==> src/rtl/casr_state_serializer.sv <==
`default_nettype none
// ============================================================================
//  Module   : casr_state_serializer
//  Purpose  : Snapshots the CASR state vector on request and streams it out
//             as a serial frame over a valid/ready bit interface:
//             start bit '1', WIDTH data bits MSB first, even-parity bit.
//             Also flags dropped captures (sticky overrun) and counts
//             completed frames (wrapping counter).
//  Ports    : clk        - clock
//             rst_n      - asynchronous active-low reset
//             i_state    - live CASR state vector
//             i_cap      - capture request (single-cycle pulse)
//             i_clr_ovr  - clear sticky overrun flag
//             i_ready    - downstream ready for o_bit
//             o_bit      - serial frame bit
//             o_valid    - o_bit valid
//             o_busy     - frame in progress
//             o_done     - one-cycle pulse after the parity beat is accepted
//             o_overrun  - sticky: a capture request was dropped
//             o_frames   - completed-frame count (wraps)
//  Revision : 1.0 - initial release
// ============================================================================
module casr_state_serializer #(
  parameter int WIDTH  = 37,
  parameter int CNT_W  = 6,
  parameter int FCNT_W = 8
) (
  input  logic              clk,
  input  logic              rst_n,
  input  logic [WIDTH-1:0]  i_state,
  input  logic              i_cap,
  input  logic              i_clr_ovr,
  input  logic              i_ready,
  output logic              o_bit,
  output logic              o_valid,
  output logic              o_busy,
  output logic              o_done,
  output logic              o_overrun,
  output logic [FCNT_W-1:0] o_frames
);

  localparam logic [1:0] c_ST_IDLE   = 2'd0;
  localparam logic [1:0] c_ST_START  = 2'd1;
  localparam logic [1:0] c_ST_DATA   = 2'd2;
  localparam logic [1:0] c_ST_PARITY = 2'd3;

  localparam logic [CNT_W-1:0]  c_CNT_LOAD = CNT_W'(WIDTH - 1);
  localparam logic [CNT_W-1:0]  c_CNT_ONE  = CNT_W'(1);
  localparam logic [FCNT_W-1:0] c_FCNT_ONE = FCNT_W'(1);

  logic [1:0]        state_q, state_d;
  logic [WIDTH-1:0]  shadow_q, shadow_d;
  logic [CNT_W-1:0]  cnt_q, cnt_d;
  logic              par_q, par_d;
  logic              done_q, done_d;
  logic              ovr_q, ovr_d;
  logic [FCNT_W-1:0] frames_q, frames_d;

  logic w_valid;
  logic w_bit;
  logic w_beat;
  logic w_last_beat;
  logic w_load;
  logic w_ovr_set;

  assign w_beat      = w_valid & i_ready;
  assign w_last_beat = (state_q == c_ST_PARITY) & w_beat;
  // A capture is taken from IDLE, or in the cycle the parity beat retires
  // (back-to-back frame with no gap cycle).
  assign w_load      = i_cap & ((state_q == c_ST_IDLE) | w_last_beat);
  // Any other capture while a frame is in flight is dropped.
  assign w_ovr_set   = i_cap & (state_q != c_ST_IDLE) & ~w_last_beat;

  // --------------------------------------------------------------------------
  // State register
  // --------------------------------------------------------------------------
  always_ff @(posedge clk or negedge rst_n) begin
    if (!rst_n) begin
      state_q <= c_ST_IDLE;
    end else begin
      state_q <= state_d;
    end
  end

  // --------------------------------------------------------------------------
  // Next-state logic
  // --------------------------------------------------------------------------
  always_comb begin
    state_d = state_q;
    case (state_q)
      c_ST_IDLE: begin
        if (i_cap) state_d = c_ST_START;
      end
      c_ST_START: begin
        if (w_beat) state_d = c_ST_DATA;
      end
      c_ST_DATA: begin
        if (w_beat && (cnt_q == '0)) state_d = c_ST_PARITY;
      end
      c_ST_PARITY: begin
        if (w_beat) state_d = i_cap ? c_ST_START : c_ST_IDLE;
      end
      default: state_d = c_ST_IDLE;
    endcase
  end

  // --------------------------------------------------------------------------
  // Output logic (combinational from state and frame registers)
  // --------------------------------------------------------------------------
  always_comb begin
    w_valid = 1'b0;
    w_bit   = 1'b0;
    case (state_q)
      c_ST_START: begin
        w_valid = 1'b1;
        w_bit   = 1'b1;
      end
      c_ST_DATA: begin
        w_valid = 1'b1;
        w_bit   = shadow_q[cnt_q];
      end
      c_ST_PARITY: begin
        w_valid = 1'b1;
        w_bit   = par_q;
      end
      default: begin
        w_valid = 1'b0;
        w_bit   = 1'b0;
      end
    endcase
  end

  // --------------------------------------------------------------------------
  // Datapath next-state
  // --------------------------------------------------------------------------
  always_comb begin
    shadow_d = shadow_q;
    cnt_d    = cnt_q;
    par_d    = par_q;
    frames_d = frames_q;
    done_d   = w_last_beat;
    // Set has priority over clear.
    ovr_d    = w_ovr_set | (ovr_q & ~i_clr_ovr);

    if ((state_q == c_ST_DATA) && w_beat) begin
      par_d = par_q ^ w_bit;
      if (cnt_q != '0) cnt_d = cnt_q - c_CNT_ONE;
    end

    if (w_last_beat) frames_d = frames_q + c_FCNT_ONE;

    if (w_load) begin
      shadow_d = i_state;
      cnt_d    = c_CNT_LOAD;
      par_d    = 1'b0;
    end
  end

  always_ff @(posedge clk or negedge rst_n) begin
    if (!rst_n) begin
      shadow_q <= '0;
      cnt_q    <= '0;
      par_q    <= 1'b0;
      done_q   <= 1'b0;
      ovr_q    <= 1'b0;
      frames_q <= '0;
    end else begin
      shadow_q <= shadow_d;
      cnt_q    <= cnt_d;
      par_q    <= par_d;
      done_q   <= done_d;
      ovr_q    <= ovr_d;
      frames_q <= frames_d;
    end
  end

  assign o_bit     = w_bit;
  assign o_valid   = w_valid;
  assign o_busy    = (state_q != c_ST_IDLE);
  assign o_done    = done_q;
  assign o_overrun = ovr_q;
  assign o_frames  = frames_q;

endmodule
`default_nettype wire

==> config.mk <==
export PLATFORM = sky130hd
export DESIGN_NAME = casr_state_serializer
export DESIGN_NICKNAME = d
export VERILOG_FILES = /design/src/rtl/casr_state_serializer.sv
export SDC_FILE = /design/constraint.sdc
export NUM_CORES = 1
export LEC_CHECK = 0
export ABC_AREA = 1
export CAP_MARGIN = 5
export CELL_PAD_IN_SITES_DETAIL_PLACEMENT = 1
export CELL_PAD_IN_SITES_GLOBAL_PLACEMENT = 2
export CORE_UTILIZATION = 29
export CTS_CLUSTER_SIZE = 12
export DETAILED_ROUTE_END_ITERATION = 8
export PLACE_DENSITY = 0.78
export SKIP_CTS_REPAIR_TIMING = 1
export SYNTH_ARGS = -nofsm -noshare
export SYNTH_HDL_FRONTEND = slang
export SYNTH_SLANG_ARGS = --single-unit
==> constraint.sdc <==
create_clock -name clk -period 2.5 [get_ports clk]
set_clock_uncertainty 0.05 [all_clocks]
set_input_delay 0.375 -clock clk [delete_from_list [all_inputs] [get_ports clk]]
set_output_delay 0.375 -clock clk [all_outputs]
set_load 0.02 [all_outputs]
==> results.cfg, run 1 <==
[clock_tree]
clkSlewWorstSetupHoldPaths_ns = 0.10
h-tree-depth = 2
tritoncts.num_buffers = 5
worst_skew_pair.late_latency_ns = 0.31
clock_tree_from_tritoncts = done
cts.path.max_buffers = 2
tritoncts_num_sinks = 56
clock-root-buffer = sky130_fd_sc_hd__clkbuf_8

[run]
drv.max_cap_violation_count = 0

[floorplanning]
die_width_um = 101
floorplan.initialDensity_pct = 30.2
core_area_um2 = 9330
placementRows = 35
floorplan.io_pins = 55
design.die.area_um2 = 10100
floorplan.die.height_um = 101

[routing]
first_iter_violations = 56
routedWlPerCell_um = 12.1
num_vias = 2425
routed_wl_um = 6670
drt.antenna.violating_nets = 0
route.detailed.vias_per_inst = 4.40
drt_pass1_iterations = 4
total_drc_errors_in_the_routed_layout = 0

[place]
gp_congestion = 0.749
place.port_buffers = 54
placed_cell_area_um2 = 3510
dp_hpwl_um = 4870
dp_slack_ns = -0.133

[grt]
grt_use_total_pct = 14.4
pin_count_of_the_biggest_net_entering_global_routing = 40
grt_overflow_total = 0
via_count_of_the_first_global_routing_pass = 2529
antenna_found_initial = 0
grt_pass1_wl_um = 11700

[setup_path]
critPathSlowestCell = sky130_fd_sc_hd__dfrtp_1
worst-path-max-fanout = 6
path_class = reg2out
worstPathRequired_ns = 2.08
crit_chain = clkinvlp_4 -> buf_4 -> nand3_1 -> nand2_1 -> nand2_1 -> nand2_1 -> inv_1 -> nand2_1 -> nand2_1 -> nand3_1 -> nand2_1 -> a21boi_1 -> buf_4
worstPathArrival_ns = 1.92
critical_path.most_common_cell = sky130_fd_sc_hd__nand2_1
endpoint_kind = output pin
worst_path_largest_cell_delay_ns = 0.42
startpoint_class = register

[yosys]
syn_inst = 363
synthTopCellsByArea = sky130_fd_sc_hd__dfrtp_1, sky130_fd_sc_hd__nand2_1, sky130_fd_sc_hd__inv_1, sky130_fd_sc_hd__o21ai_0, sky130_fd_sc_hd__nand3_1
yosys.area.top_type_share_pct = 49.8
synth_top_area_cell = sky130_fd_sc_hd__dfrtp_1
synth_fp_nets = 412
synth_cell_type_count = 26
syn_avg_cell_area_um2 = 7.75
syn-cell-area_um2 = 2810
synth-seq-area-share_pct = 49.8
synth.yosys.warnings = 0
ys_ff_latch = 56

[timing]
final.setup.tns_ns = 0
hold_viol_final = 0
max_freq_mhz = 427
max-slew-margin-rel_pct = 53.3
worst_slack_ns = 0.156
report.final.setup_viol = 0
finalCriticalPeriod_ns = 2.34
slew_viol_final = 0
tightestPinTransition_ns = 0.701
final.period_utilization_pct = 93.8

[pwr]
report.power.total_uw = 3990
irDropWorstVdd_uv = 375
leakage_uw = 0.00178
power_per_cell_area_nw_per_um2 = 1100

[run_status]
run_status = complete, no violations

[layout]
antenna-diode-count = 0
fillers = 1181
finalNetCount = 470
post-route-cell-area_um2 = 3640
p_r_area_growth_vs_syn_pct = 29.2
final_layout_size_suffix_gt1_share_pct = 7.11

[min_path]
hold_path.class = in2async
## registers in the layout (all words and copies together), names as in the netlist
| name | cells |
|---|---|
| cnt_q | 6 |
| shadow_q | 37 |
| o_overrun | 1 |
| par_q | 1 |
| o_done | 1 |
| o_frames | 8 |
| state_q | 2 |
## where the power goes
part	total [µW]	leakage, µW	switching [µW]	internal, µW
registers	1520	0.000695	214	1300
clock network	528	0.0000434	303	225
logic	1940	0.00104	1160	786
## cell usage after synthesis
cell type,count
sky130_fd_sc_hd__nand3_1,26
sky130_fd_sc_hd__dfrtp_1,56
sky130_fd_sc_hd__o21ai_1,2
sky130_fd_sc_hd__nand3b_1,1
sky130_fd_sc_hd__a21boi_0,1
sky130_fd_sc_hd__nand4_1,2
sky130_fd_sc_hd__xor2_1,4
sky130_fd_sc_hd__xnor2_1,3
sky130_fd_sc_hd__buf_2,2
sky130_fd_sc_hd__clkbuf_1,7
sky130_fd_sc_hd__buf_4,3
sky130_fd_sc_hd__clkbuf_2,1
sky130_fd_sc_hd__nor3_1,1
sky130_fd_sc_hd__o22ai_1,3
sky130_fd_sc_hd__o21ai_0,35
sky130_fd_sc_hd__inv_1,47
sky130_fd_sc_hd__inv_2,1
sky130_fd_sc_hd__nand2_2,3
sky130_fd_sc_hd__o211ai_1,1
sky130_fd_sc_hd__buf_6,3
sky130_fd_sc_hd__ha_1,7
sky130_fd_sc_hd__a31oi_1,1
sky130_fd_sc_hd__inv_4,1
sky130_fd_sc_hd__nand2_1,118
sky130_fd_sc_hd__a21oi_1,8
sky130_fd_sc_hd__nor2_1,26
## through the flow
stage | hold WS [ns] | utilization, % | cells
final | 0.0548 | 39.0 | 551
after global routing | 0.104 | 39.0 | 551
after CTS | 0.0748 | 38.7 | 548
after detailed placement | 0.406 | 37.7 | 540
after global placement | 0.406 | 37.7 | 540
after floorplan | 0.0294 | - | 363
## cells by family after synthesis
logic type,share of synthesized area [%]
fa+ha+maj,3.11
flops,49.8
buf+inv,10.1
simple gates,25.4
xor+xnor,2.18
compound gates,9.43
## placed cells by master (no fill, tap or decap), drive strengths merged, types with 2 or more instances in the layout
master and instances:
nand2 121, dfrtp 56, clkdlybuf4s50 52, inv 48
o21ai 37, nor2 26, nand3 26, buf 15
a21oi 8, ha 7, clkbuf 6, xor2 4
clkinvlp 3, o22ai 3, xnor2 3, nand4 2
## layer usage
metal | global-route usage [%] | wire length [µm] | share of wire, % | up-vias
met5 | 0 | 0 | 0 | -
met4 | 3.68 | 64 | 0.96 | 0
met3 | 1.94 | 149 | 2.2 | 4
met2 | 25.3 | 3340 | 50 | 30
met1 | 18.7 | 3120 | 47 | 1155
li1 | - | - | - | 1236
## worst paths after layout
check | from | to | slack, ns | cells past startpoint
max | cnt_q[1] | o_bit | 0.16 | 13
min | rst_n | o_frames[5] | 0.05 | 1
max reg2reg | state_q[1] | cnt_q[3] | 0.43 | 13
min reg2reg | o_frames[7] | o_frames[7] | 0.42 | 1
max in group asynchronous | rst_n | cnt_q[0] | 1.74 | 2
min in group clk | o_frames[7] | o_frames[7] | 0.42 | 1
## worst max-delay path: cells and delay by family (launching register included)
family	cells	cell delay [ns]
DFF	1	0.42
buffers and inverters	4	0.49
and+or+nand+nor	8	0.54
AOI/OAI and AO/OA	1	0.15
## cell type report
| cell class | instances | area [µm²] | area share [%] |
|---|---|---|---|
| well taps | 129 | 161 | 4.44 |
| flip-flops and latches | 56 | 1400 | 38.6 |
| multi-input cells | 242 | 1130 | 31.0 |
| clock buffers | 6 | 82.6 | 2.27 |
| clock inverters | 2 | 15.0 | 0.413 |
| inverters | 49 | 190 | 5.23 |
| repair buffers | 67 | 656 | 18.0 |
(Power assumes the default switching activity.)
==> inputs of run 2 (changes only) <==
--- a/config.mk
+++ b/config.mk
@@ -9,11 +9,12 @@
 export CAP_MARGIN = 5
 export CELL_PAD_IN_SITES_DETAIL_PLACEMENT = 1
 export CELL_PAD_IN_SITES_GLOBAL_PLACEMENT = 2
-export CORE_UTILIZATION = 29
+export CORE_UTILIZATION = 32
 export CTS_CLUSTER_SIZE = 12
 export DETAILED_ROUTE_END_ITERATION = 8
-export PLACE_DENSITY = 0.78
+export PLACE_DENSITY = 0.85
 export SKIP_CTS_REPAIR_TIMING = 1
+export SKIP_LAST_GASP = 1
 export SYNTH_ARGS = -nofsm -noshare
 export SYNTH_HDL_FRONTEND = slang
 export SYNTH_SLANG_ARGS = --single-unit
==> constraint.sdc (replaced) <==
create_clock -name clk -period 3 [get_ports clk]
set_clock_uncertainty 0.05 [all_clocks]
set_input_delay 0.45 -clock clk [delete_from_list [all_inputs] [get_ports clk]]
set_output_delay 0.45 -clock clk [all_outputs]
set_load 0.02 [all_outputs]
==> run 2 against run 1 <==
Effect of this change: sequential cell count unchanged; critical path depth unchanged; cell area down 2.8%; sequential share of layout area up 1.1 points; total power down 19%; setup slack better by 0.29 ns; routed wire length down 0.33%.
==> results.cfg, run 2 (same netlist as run 1, synthesis figures left out) <==
[routing]
drt.antenna.violating_nets = 0
first_iter_violations = 75
m1WireLength_um = 3250
total_drc_errors_in_the_routed_layout = 0
num_vias = 2424
top_layer_used_by_detailed_routing = met4
drt_pass1_iterations = 4
routed_wl_um = 6650
routed-wl-met2_um = 3150
met3RoutedLength_um = 171
route.detailed.vias_per_inst = 4.65
routedWlPerCell_um = 12.8

[pwr]
portion_of_total_power_attributed_to_the_clock_network_pct = 13.3
power_per_cell_area_nw_per_um2 = 918
leakage_uw = 0.00176
netSwitchingFraction_pct = 42.4
comb_power_share_pct = 47.8
irDropWorstVdd_uv = 293
power_switching_uw = 1380
p_int_uw = 1870
p_seq_share_pct = 38.9

[run]
drv.max_cap_violation_count = 0

[layout]
most_common_cell_after_layout_fill_and_taps_aside = sky130_fd_sc_hd__nand2_1
max_ffs_per_register = 37
p_r_area_growth_vs_syn_pct = 25.7
layout_common_cells = sky130_fd_sc_hd__nand2_1, sky130_fd_sc_hd__dfrtp_1, sky130_fd_sc_hd__clkdlybuf4s50_1
final_layout_size_suffix_gt1_share_pct = 5.05
antenna-diode-count = 0
final_cells = 521
reg_with_most_ffs = shadow_q
fillers = 1044
finalNetCount = 464

[timing]
finalCriticalPeriod_ns = 2.55
tightestPinTransition_ns = 0.935
final.setup.tns_ns = 0
max-slew-margin-rel_pct = 37.6
slew_viol_final = 0
hold_viol_final = 0
final.period_utilization_pct = 85.1
rsz_0062_raised_after_global_routing = no
max_freq_mhz = 392
report.final.setup_viol = 0

[grt]
via_count_of_the_first_global_routing_pass = 2500
grt_pass1_wl_um = 11700
antenna_found_initial = 0
grt_overflow_total = 0
pin_count_of_the_biggest_net_entering_global_routing = 41
grt_use_total_pct = 16.5

[floorplanning]
floorplan.initialDensity_pct = 33.6
die_width_um = 95.8
floorplan.io_pins = 55
placementRows = 33
core_area_um2 = 8380
design.die.area_um2 = 9170
floorplan.die.height_um = 95.8

[setup_path]
worst_path_largest_cell_delay_ns = 0.40
worstPathArrival_ns = 2.05
crit_chain = clkinvlp_4 -> nor2_1 -> nand2_1 -> nand2_1 -> nand2_1 -> nand2_1 -> inv_1 -> nand2_1 -> nand2_1 -> nand3_1 -> nand2_1 -> a21boi_0 -> dlymetal6s2s_1
startpoint_class = register
worst-path-max-fanout = 12
worst-path-buf-inv = 3
worst_r2r_startpoint = state_q[1]
worstPathRequired_ns = 2.50
endpoint_kind = output pin
startpoint = cnt_q[1]
critPathSlowestCell = sky130_fd_sc_hd__dfrtp_1
critPathTopFamily = simple AND/OR/NAND/NOR gates
path_class = reg2out
critical_path.most_common_cell = sky130_fd_sc_hd__nand2_1

[place]
place.port_buffers = 54
gp_congestion = 0.731
dp_hpwl_um = 4860
placed_cells = 513

[clock_tree]
worst_skew_pair.late_latency_ns = 0.31
cts.path.max_buffers = 2
h-tree-depth = 2
clkSlewWorstSetupHoldPaths_ns = 0.10
tritoncts.num_buffers = 5
tritoncts_num_sinks = 56
clock_tree_from_tritoncts = done
clock-root-buffer = sky130_fd_sc_hd__clkbuf_8

[run_status]
run_status = complete, no violations

[min_path]
hold_path.class = in2async
==> run 2: stage by stage <==
step | cell area (µm²) | setup slack (ns) | power (µW) | utilization [%] | hold WS, ns
finish | 3540 | 0.448 | 3250 | 42.2 | 0.223
CTS | 3530 | 0.0222 | 3310 | 42.1 | 0.265
global route | 3540 | 0.193 | 3590 | 42.2 | 0.277
floorplan | 2810 | 0.888 | 2360 | - | 0.104
global placement | 3440 | 0.392 | 2810 | 41.0 | 0.404
detailed placement | 3440 | 0.372 | 2860 | 41.0 | 0.407
==> run 2: final cells by class <==
class | count | area (µm²) | area share [%]
clock buffers | 7 | 86.3 | 2.44
well taps | 105 | 131 | 3.72
clock inverters | 1 | 7.51 | 0.212
inverters | 49 | 190 | 5.38
flip-flops and latches | 56 | 1400 | 39.6
multi-input cells | 242 | 1130 | 31.9
repair buffers | 61 | 591 | 16.7
==> run 2: final timing paths <==
check                                to  slack [ns]  cells after the start
max                               o_bit        0.45                     13
min                         o_frames[6]        0.22                      1
max reg2reg                    cnt_q[3]        0.85                     12
min reg2reg                 o_frames[7]        0.42                      1
max in group asynchronous  shadow_q[35]        1.93                      2
min in group clk            o_frames[7]        0.42                      1
==> run 2: per-layer routing <==
metal / GRT usage [%] / vias up
li1: - / 1222
met1: 21.2 / 1166
met2: 28.5 / 31
met3: 2.92 / 5
met4: 4.48 / 0
met5: 0 / -
==> run 2: power groups by stage <==
stage	combinational (µW)	clock [µW]	sequential, µW
global placement	1540	0	1270
floorplan	1100	0	1270
finish	1550	433	1260
CTS	1590	456	1270
detailed placement	1570	0	1280
global route	1800	479	1300
